===== src/rtl/elevator_pkg.sv =====
// Shared types and floor helpers for the three-floor elevator controller.
package elevator_pkg;

   typedef enum logic [2:0] {
      ST_IDLE,
      ST_DOOR_OPEN,
      ST_MOVE_UP,
      ST_MOVE_DOWN,
      ST_SOS_HOLD
   } state_t;

   typedef enum logic {
      DIR_UP,
      DIR_DOWN
   } dir_t;

   typedef logic [1:0] floor_t;

   localparam floor_t F1 = 2'd0;
   localparam floor_t F2 = 2'd1;
   localparam floor_t F3 = 2'd2;

   localparam int TIMER_W = 4;
   localparam int COUNT_W = 4;

   function automatic logic [2:0] floor_onehot(input floor_t f);
      return 3'b001 << f;
   endfunction

   function automatic logic [2:0] above_mask(input floor_t f);
      case (f)
         F1:      return 3'b110;
         F2:      return 3'b100;
         default: return 3'b000;
      endcase
   endfunction

   function automatic logic [2:0] below_mask(input floor_t f);
      case (f)
         F3:      return 3'b011;
         F2:      return 3'b001;
         default: return 3'b000;
      endcase
   endfunction

endpackage


===== src/rtl/sync_edge.sv =====
// Two-flop synchronizer for a raw board input, with a one-cycle edge pulse
// on the selected transition of the synchronized level.
module sync_edge #(
   parameter logic IDLE_VAL = 1'b0,
   parameter logic FALLING  = 1'b0
) (
   input  logic clk,
   input  logic rst_n,
   input  logic din,
   output logic level,
   output logic pulse
);

   logic meta;
   logic sync;
   logic prev;

   always_ff @(posedge clk or negedge rst_n) begin
      if (!rst_n) begin
         meta <= IDLE_VAL;
         sync <= IDLE_VAL;
         prev <= IDLE_VAL;
      end else begin
         meta <= din;
         sync <= meta;
         prev <= sync;
      end
   end

   assign level = sync;
   assign pulse = FALLING ? (prev & ~sync) : (sync & ~prev);

endmodule


===== src/rtl/elevator_controller.sv =====
// Three-floor elevator: latches calls, moves one floor at a time, times the door,
// enforces a passenger weight limit and an SOS hold.
//
// state        | meaning
// ST_IDLE      | stopped, door closed, choosing the next move
// ST_DOOR_OPEN | stopped, door open, door timer running (held while overweight)
// ST_MOVE_UP   | travelling up one floor segment
// ST_MOVE_DOWN | travelling down one floor segment
// ST_SOS_HOLD  | SOS stop, door open, calls ignored and cleared
module elevator_controller
   import elevator_pkg::*;
#(
   parameter int MAX_PEOPLE  = 6,
   parameter int FLOOR_TICKS = 4,
   parameter int DOOR_TICKS  = 4
) (
   input  logic clk_50,
   input  logic rst_n,
   input  logic button1,
   input  logic button2,
   input  logic button3,
   input  logic sos_flip,
   input  logic weight_flip,
   input  logic weight_flip_reset,
   output logic led1,
   output logic led2,
   output logic led3,
   output logic floor1,
   output logic floor2,
   output logic floor3,
   output logic door,
   output logic moving,
   output logic sos_mode,
   output logic weight_limit_exceeded
);

   localparam logic [TIMER_W-1:0] FLOOR_LOAD = TIMER_W'(FLOOR_TICKS - 1);
   localparam logic [TIMER_W-1:0] DOOR_LOAD  = TIMER_W'(DOOR_TICKS - 1);
   localparam logic [COUNT_W-1:0] MAX_CNT    = COUNT_W'(MAX_PEOPLE);

   logic [2:0]         btn_raw;
   logic [2:0]         call;
   logic [2:0]         btn_level_unused;
   logic               enter_pulse;
   logic               clear_pulse;
   logic               enter_level_unused;
   logic               clear_level_unused;
   logic               sos_sync;
   logic               sos_pulse_unused;

   state_t             state, state_next;
   floor_t             car_floor, floor_next;
   dir_t               dir, dir_next;
   logic [TIMER_W-1:0] timer, timer_next;
   logic [2:0]         req, req_next;
   logic [COUNT_W-1:0] count;

   logic               overweight;
   logic [2:0]         new_calls;
   logic [2:0]         here_mask;
   floor_t             arrive_floor;
   logic [2:0]         arrive_mask;
   logic               go_up;
   logic               go_down;

   assign btn_raw = {button3, button2, button1};

   for (genvar i = 0; i < 3; i++) begin : g_btn
      sync_edge #(.IDLE_VAL(1'b1), .FALLING(1'b1)) u_btn (
         .clk   (clk_50),
         .rst_n (rst_n),
         .din   (btn_raw[i]),
         .level (btn_level_unused[i]),
         .pulse (call[i])
      );
   end

   sync_edge #(.IDLE_VAL(1'b0), .FALLING(1'b0)) u_enter (
      .clk   (clk_50),
      .rst_n (rst_n),
      .din   (weight_flip),
      .level (enter_level_unused),
      .pulse (enter_pulse)
   );

   sync_edge #(.IDLE_VAL(1'b0), .FALLING(1'b0)) u_clear (
      .clk   (clk_50),
      .rst_n (rst_n),
      .din   (weight_flip_reset),
      .level (clear_level_unused),
      .pulse (clear_pulse)
   );

   sync_edge #(.IDLE_VAL(1'b0), .FALLING(1'b0)) u_sos (
      .clk   (clk_50),
      .rst_n (rst_n),
      .din   (sos_flip),
      .level (sos_sync),
      .pulse (sos_pulse_unused)
   );

   // Clearing the count beats a simultaneous enter; count saturates at all-ones.
   always_ff @(posedge clk_50 or negedge rst_n) begin
      if (!rst_n) begin
         count <= '0;
      end else if (clear_pulse) begin
         count <= '0;
      end else if (enter_pulse && (count != '1)) begin
         count <= count + 1'b1;
      end
   end

   assign overweight   = (count > MAX_CNT);
   assign new_calls    = sos_sync ? 3'b000 : call;
   assign here_mask    = floor_onehot(car_floor);
   assign arrive_floor = (state == ST_MOVE_DOWN) ? (car_floor - 2'd1) : (car_floor + 2'd1);
   assign arrive_mask  = floor_onehot(arrive_floor);

   // Keep heading the same way while calls lie ahead, otherwise reverse.
   assign go_up   = (|(req & above_mask(car_floor))) &&
                    ((dir == DIR_UP) || !(|(req & below_mask(car_floor))));
   assign go_down = |(req & below_mask(car_floor));

   always_ff @(posedge clk_50 or negedge rst_n) begin
      if (!rst_n) begin
         state     <= ST_IDLE;
         car_floor <= F1;
         dir       <= DIR_UP;
         timer     <= '0;
         req       <= '0;
      end else begin
         state     <= state_next;
         car_floor <= floor_next;
         dir       <= dir_next;
         timer     <= timer_next;
         req       <= req_next;
      end
   end

   always_comb begin
      state_next = state;
      floor_next = car_floor;
      dir_next   = dir;
      timer_next = timer;
      req_next   = req | new_calls;

      case (state)
         ST_IDLE: begin
            if (sos_sync) begin
               state_next = ST_SOS_HOLD;
               req_next   = '0;
            end else if (overweight || (|(req_next & here_mask))) begin
               state_next = ST_DOOR_OPEN;
               timer_next = DOOR_LOAD;
               req_next   = req_next & ~here_mask;
            end else if (go_up) begin
               state_next = ST_MOVE_UP;
               dir_next   = DIR_UP;
               timer_next = FLOOR_LOAD;
            end else if (go_down) begin
               state_next = ST_MOVE_DOWN;
               dir_next   = DIR_DOWN;
               timer_next = FLOOR_LOAD;
            end
         end

         ST_DOOR_OPEN: begin
            req_next = req_next & ~here_mask;
            if (sos_sync) begin
               state_next = ST_SOS_HOLD;
               req_next   = '0;
            end else if (overweight || (|(new_calls & here_mask))) begin
               timer_next = DOOR_LOAD;
            end else if (timer == '0) begin
               state_next = ST_IDLE;
            end else begin
               timer_next = timer - 1'b1;
            end
         end

         ST_MOVE_UP, ST_MOVE_DOWN: begin
            if (timer != '0) begin
               timer_next = timer - 1'b1;
            end else begin
               floor_next = arrive_floor;
               if (arrive_floor == F3) begin
                  dir_next = DIR_DOWN;
               end else if (arrive_floor == F1) begin
                  dir_next = DIR_UP;
               end
               if (sos_sync) begin
                  state_next = ST_SOS_HOLD;
                  req_next   = '0;
               end else if (|(req_next & arrive_mask)) begin
                  state_next = ST_DOOR_OPEN;
                  timer_next = DOOR_LOAD;
                  req_next   = req_next & ~arrive_mask;
               end else if (arrive_floor != F2) begin
                  state_next = ST_IDLE;
               end else begin
                  timer_next = FLOOR_LOAD;
               end
            end
         end

         ST_SOS_HOLD: begin
            req_next = '0;
            if (!sos_sync) begin
               state_next = ST_DOOR_OPEN;
               timer_next = DOOR_LOAD;
            end
         end

         default: begin
            state_next = ST_IDLE;
         end
      endcase
   end

   assign {led3, led2, led1}       = req;
   assign {floor3, floor2, floor1} = floor_onehot(car_floor);
   assign door                     = (state == ST_DOOR_OPEN) || (state == ST_SOS_HOLD);
   assign moving                   = (state == ST_MOVE_UP) || (state == ST_MOVE_DOWN);
   assign sos_mode                 = sos_sync;
   assign weight_limit_exceeded    = overweight;

endmodule


===== config.mk =====
export PLATFORM = sky130hd
export DESIGN_NAME = elevator_controller
export DESIGN_NICKNAME = d
export VERILOG_FILES = /design/src/rtl/elevator_pkg.sv /design/src/rtl/sync_edge.sv /design/src/rtl/elevator_controller.sv
export SDC_FILE = /design/constraint.sdc
export NUM_CORES = 1
export LEC_CHECK = 0
export BUFFER_PORTS_ARGS = -buffer_cell sky130_fd_sc_hd__buf_4
export CORE_MARGIN = 10
export CORE_UTILIZATION = 62
export CTS_CLUSTER_DIAMETER = 30
export DETAILED_ROUTE_END_ITERATION = 10
export HOLD_SLACK_MARGIN = 0.1
export PLACE_DENSITY_LB_ADDON = 0.15
export SYNTH_ARGS = -nofsm -noshare
export SYNTH_HDL_FRONTEND = slang
export SYNTH_SLANG_ARGS = --single-unit

===== constraint.sdc =====
create_clock -name clk_50 -period 4.14 [get_ports clk_50]
set_clock_uncertainty 0.05 [all_clocks]
set_input_delay 0.207 -clock clk_50 [delete_from_list [all_inputs] [get_ports clk_50]]
set_output_delay 0.207 -clock clk_50 [all_outputs]
set_load 0.05 [all_outputs]

* Word level (Yosys, flattened, before mapping)
Cells that the tools add are included. W data, S select, Z words.
Cells by class: $add $sub $neg 4, multiply operators 0, divide/modulo/power cells 0, order comparisons 1, equal/unequal tests 24, shift operators 2, muxes and demuxes 47, bitwise operators 22, reduce and logical (&&, ||, !) cells 26
Operator list (count):
- $mux W3 | 19
- $mux W4 | 14
- $pmux W3 S4 | 2
- $and A3 B3 Y3 | 7
- $pmux W4 S4 | 1
- $reduce_or A3 Y1 | 5
- $ne A3 B3 Y1 const B | 4
- $ne A4 B4 Y1 const B | 3
- $reduce_and A6 Y1 | 2
- $ne A2 B2 Y1 const B | 5
- $reduce_and A8 Y1 | 1
- $reduce_bool A4 Y1 | 2
- $mux W1 | 7
- $not A1 Y1 | 7
- $eq A3 B2 Y1 const B | 2
- $ne A3 B2 Y1 const B | 2
- $not A3 Y3 | 2
- $pmux W3 S2 | 1
- $shl A1 B2 Y3 const A | 2
- $and A1 B1 Y1 | 5
- $logic_or A1 B1 Y1 | 5
- $ne A5 B4 Y1 const B | 1
- $add A4 B1 Y4 const B | 1
- $eq A2 B2 Y1 const B | 2
- other kinds (21) | 24
Word-level totals: register bits after elaboration 34, bits in latches 0, RAM bits 0, memory bits (read-only) 0, input bits 8, output and inout bits 10, word-level logic and storage cells 149, memories kept 0

* Longest topological paths before layout
word-level depth 11, mapped depth 9, mapped depth without buffers 9

* By module
Synthesis repeated with hierarchy kept, for this count alone.
Unflattened totals: cell total of the unflattened synthesis 184, area total of the unflattened synthesis 1931.9 um2
By module, submodules not included:
- elevator_controller | times used 1, cells each 160, area each 1387.6 um2, seq. area each 425.4 um2
- sync_edge (g_btn[0].u_btn ...) | times used 3, cells each 4, area each 92.6 um2, seq. area each 78.8 um2
- sync_edge (u_clear ...) | times used 3, cells each 4, area each 88.8 um2, seq. area each 75.1 um2

* Least setup slack after synthesis
OpenSTA, ideal clock, no wires.
kind flip-flop to flip-flop, start point register car_floor[0], end point register state[0], library setup time 128 ps, data arrival time 2512 ps, data required time 3962 ps, setup slack 1450 ps, stages on the path, launching flop included 9, path buffers 1, period minus slack after synthesis 2690 ps, cell sequence dfrtp_1 clkbuf_1 inv_1 ha_1 a222oi_1 and3b_2 nand2_2 o311ai_2 mux2_1
Between the ends: elaborated cells between the ends (all ways) 37, classes of those cells add/sub: 2; eq/ne: 6; shift: 2; mux: 10; bitwise: 5; reduce/logical: 12
RTL lines:
- start: declaration | RTL line elevator_controller.sv:52 | floor_t car_floor, floor_next;
- start signal: assignment | RTL line elevator_controller.sv:133 | car_floor <= floor_next;
- $shl A1 B2 Y3 (*)
- named net floor1 | RTL line elevator_controller.sv:28 | output logic floor1,
- $and A3 B3 Y3 | RTL line elevator_controller.sv:152 | end else if (overweight || (|(req_next & here_mask))) begin
- $reduce_or A3 Y1 | RTL line elevator_controller.sv:152
- $logic_or A1 B1 Y1 | RTL line elevator_controller.sv:152
- $mux W3 | RTL line elevator_controller.sv:152
- $mux W3 | RTL line elevator_controller.sv:149 | if (sos_sync) begin
- $pmux W3 S4 | RTL line elevator_controller.sv:147 | case (state)
- end signal: assignment | RTL line elevator_controller.sv:132 | state <= state_next;
- end: declaration | RTL line elevator_controller.sv:51 | state_t state, state_next;
The timed path passes the listed nets; every way through them passes the cells marked *. The select of a mux whose other input is x is not followed. A chain may end at the register's enable or synchronous reset.

* Worst setup path after layout
start point register car_floor[0], end point register state[0]
Between the ends: longest elaborated chain between the ends 11, elaborated cells between the ends (all ways) 37, classes of those cells add/sub: 2; eq/ne: 6; shift: 2; mux: 10; bitwise: 5; reduce/logical: 12
RTL lines:
- $eq A2 B1 Y1 / $eq A2 B2 Y1 (equally long branches) | RTL line elevator_pkg.sv:31, elevator_pkg.sv:39
- $pmux W2 S2 | RTL line elevator_pkg.sv:39 | case (f)
- $and A3 B3 Y3 | RTL line elevator_controller.sv:121, elevator_controller.sv:122
- $reduce_or A3 Y1 | RTL line elevator_controller.sv:121, elevator_controller.sv:122
- $logic_not A1 Y1 | RTL line elevator_controller.sv:121 | ((dir == DIR_UP) || !(|(req & below_mask(car_floor))));
- $logic_or A1 B1 Y1 | RTL line elevator_controller.sv:121
- $logic_and A1 B1 Y1 | RTL line elevator_controller.sv:120 | assign go_up = (|(req & above_mask(car_floor))) &&
- $mux W3 | RTL line elevator_controller.sv:156 | end else if (go_up) begin
- $mux W3 | RTL line elevator_controller.sv:152
- $mux W3 | RTL line elevator_controller.sv:149
- $pmux W3 S4 | RTL line elevator_controller.sv:147
Parallel ways exist; a longest one is shown, timed or not. The select of a mux whose other input is x is not followed.

==> metrics.csv <==
stage,metric,value,unit
pwr,sw frac,42.2,%
worst_setup_path,Crit. End Element,register,
status,status,finished clean,
cells_and_area,fin cells,223,
worst_setup_path,flop-to-flop setup slack,1.60,ns
detailed_routing,via density per instance,6.14,
logic_synthesis,top_reg_cell synth,dfrtp_1,
detailed_routing,drc violations,0,
pwr,switching power,0.614,mW
clock_network,worst skew pair latency,0.35,ns
pwr,Max rail drop VDD,0.574,mV
timing,total negative slack,0,ns
clock_network,clock sinks,34,
floorplan,die width,73.4,um
timing,Max-Slew Margin vs Limit,55.1,%
global_routing,initial antenna violation count,0,
clock_network,"Clk pin slew, worst setup/hold paths",0.12,ns
job,MaxCap Viol Count,0,
pwr,Clock Power Share,21.9,%
floorplan,die height,73.4,um
worst_setup_path,crit start category,register,
worst_setup_path,critical-path cell list,inv_1 -> ha_1 -> a22o_1 -> nor3_1 -> a311o_1 -> o311ai_2 -> mux2_1,
logic_synthesis,Synth cell types,49,
cells_and_area,Final #Nets,207,
detailed_routing,DRC marker count from the first detailed-route iteration,171,
timing,Hold Slack,0.276,ns
clock_network,CTS Root Cell,clkbuf_4,
placement,input/output buffers,17,
global_routing,first-pass GRT wire length,6570,um
timing,endpoints failing hold,0,
timing,worst-margin pin slew,0.669,ns
worst_setup_path,CP max FO,8,
detailed_routing,DRT Wirelength,3900,um
worst_setup_path,CP arrival,2.74,ns
worst_setup_path,required time of the worst setup path,4.34,ns
detailed_routing,routed len/inst,17.5,um
logic_synthesis,YS warnings,0,
pwr,Leakage,0.950,nW
cells_and_area,"leading cell types in the layout, fill and taps excluded","25 x dfrtp_1, 18 x nor2_1, 17 x buf_4, 13 x a21oi_1, 12 x inv_1",
floorplan,placeable core area,0.00273,mm2
logic_synthesis,"FFs w/ async S/R, synth",100,%
worst_setup_path,worst r2r src,car_floor[0],
timing,Tmin final,2.54,ns
detailed_routing,vias,1370,
global_routing,Tot GR Track Use,15.8,%
placement,Placed Area,0.00191,mm2
worst_setup_path,Crit-path slowest cell,dfrtp_1,
logic_synthesis,Mapped Area,0.00177,mm2
logic_synthesis,number of synthesized register bits,34,
placement,GP Congestion,0.942,
worst_hold_path,HP Class,input pin to asynchronous set/reset pin,
logic_synthesis,Post-synth EDFFs,0,
placement,Placed Cells,208,
worst_setup_path,kind of critical path,register to register,
pwr,logic gate share of total power,46.0,%
floorplan,Die Outline Area,0.00539,mm2
global_routing,vias in the first global route,1388,
cells_and_area,layout cells sized above 1,24.5,%
worst_setup_path,Reg2Reg Depth,7,
cells_and_area,# fillers,192,
worst_setup_path,reg2reg end,state[0],
detailed_routing,ANT nets after route,0,
pwr,P per Cell Area,695,mW/mm2
timing,fin crit share,61.4,%
pwr,Flop pwr share,32.1,%
cells_and_area,area delta synth->final,18.2,%
clock_network,CTS buffer count,5,
floorplan,standard-cell rows,19,
cells_and_area,"Design Area, Final",0.00209,mm2
global_routing,largest net degree at the start of global routing,35,
logic_synthesis,"Avg Cell Area, Syn",10.7,um2
timing,final setup vio count,0,
logic_synthesis,syn nets,181,
worst_setup_path,critical path's largest stage delay,0.49,ns
placement,Post-DP HPWL,2880,um
floorplan,Ports,18,
floorplan,Initial Util,64.7,%
timing,Max Fclk,393,MHz
pwr,Final Power,1.45,mW
timing,RSZ-0062 raised after global routing,no,
logic_synthesis,sequential-to-total area share from yosys stat,48.7,%
cells_and_area,"commonest non-fill, non-tap cell in the layout",dfrtp_1,
cells_and_area,Antenna Cells,0,
clock_network,clk buf depth,2,
clock_network,H-tree depth,2,
detailed_routing,DRT Pass-1 Iters,4,
clock_network,CTS tree,done,
timing,max-slew violations,0,
logic_synthesis,Syn Inst Count,165,
pwr,Power Internal,0.840,mW
global_routing,total gr overflow,0,
clock_network,PostCTS Resize Cnt,0,
## sequential cells by signal, indices dropped and copies added (netlist names)
name,count
u_enter.prev,1
u_clear.level,1
u_enter.level,1
u_clear.meta,1
u_clear.prev,1
g_btn.u_btn.level,3
dir,1
u_sos.level,1
u_enter.meta,1
state,3
g_btn.u_btn.meta,3
u_sos.meta,1
count,4
g_btn.u_btn.prev,3
timer,4
req,3
car_floor,2
## power groups by stage
| stage | clock (mW) | combinational [mW] | sequential (mW) |
|---|---|---|---|
| after floorplan | 0 | 0.517 | 0.455 |
| after global placement | 0 | 0.645 | 0.467 |
| after detailed placement | 0 | 0.660 | 0.471 |
| after CTS | 0.324 | 0.670 | 0.464 |
| after global routing | 0.337 | 0.738 | 0.477 |
| final | 0.319 | 0.669 | 0.467 |
## synthesized netlist by cell type, types with 3 or more instances
cell      n  area share [%]
a21oi_1  13             3.7
a31oi_1   3             1.1
dfrtp_1  25              35
dfstp_2   9              13
ha_1      8             5.7
inv_1    12             2.5
mux2i_1   4             2.3
nand2_1   7             1.5
nor2_1   18             3.8
nor3_1    4             1.1
nor3b_2   3             2.1
nor4_1    3             1.1
o21ai_0   9             2.5
xnor2_1   3             1.5
## area by class of cell
type                    count  area, um2  share of cell area [%]
well taps                  31       38.8                    1.85
flip-flops and latches     34        862                    41.2
repair buffers             24        198                    9.45
clock inverters             2       60.1                    2.87
clock buffers               6       51.3                    2.45
multi-input cells         113        833                    39.8
inverters                  13       48.8                    2.33
## logic make-up after synthesis
| kind of cell | count (synthesis) | share of synthesized area, % |
|---|---|---|
| fa+ha+maj | 8 | 5.66 |
| xor+xnor | 6 | 3.40 |
| mux | 7 | 4.38 |
| flops | 34 | 48.7 |
| simple gates | 48 | 14.9 |
| compound gates | 44 | 18.7 |
| buf+inv | 18 | 4.17 |
## how the worst max path moves through the flow
stage,startpoint,slack (ns),end,cells after the start
after global placement,car_floor[0],1.68,timer[1],8
after floorplan,car_floor[0],1.45,state[0],8
after detailed placement,car_floor[0],1.58,timer[1],8
after CTS,car_floor[0],1.59,timer[1],8
after global routing,car_floor[0],1.41,state[0],7
final,car_floor[0],1.60,state[0],7
## timing repair
action                                 CTS  global route
endpoints found under the hold margin   40             0
hold buffers                             7             0
setup endpoints to repair                0             0
buffers inserted                         0             0
## routing by layer
layer	vias to the layer above	GRT usage, %	part of all wire (%)
met3	10	6.06	7.9
met2	63	24.6	48
li1	645	-	-
met5	-	0	0
met4	0	7.45	2.4
met1	652	18.8	42
## critical path, delay by kind of cell (launching register included)
family	cells	cell delay, ns
compound gates	3	0.64
flops	1	0.49
simple gates	1	0.39
fa+ha+maj	1	0.35
mux	1	0.33
buf+inv	1	0.20
## per-stage QoR
| stage | utilization [%] | worst slack [ns] |
|---|---|---|
| finish | 76.5 | 1.60 |
| global placement | 69.9 | 1.68 |
| detailed placement | 69.9 | 1.58 |
| floorplan | - | 1.45 |
| CTS | 76.5 | 1.59 |
| global route | 76.5 | 1.41 |
Power figures use the tool's default switching activity.
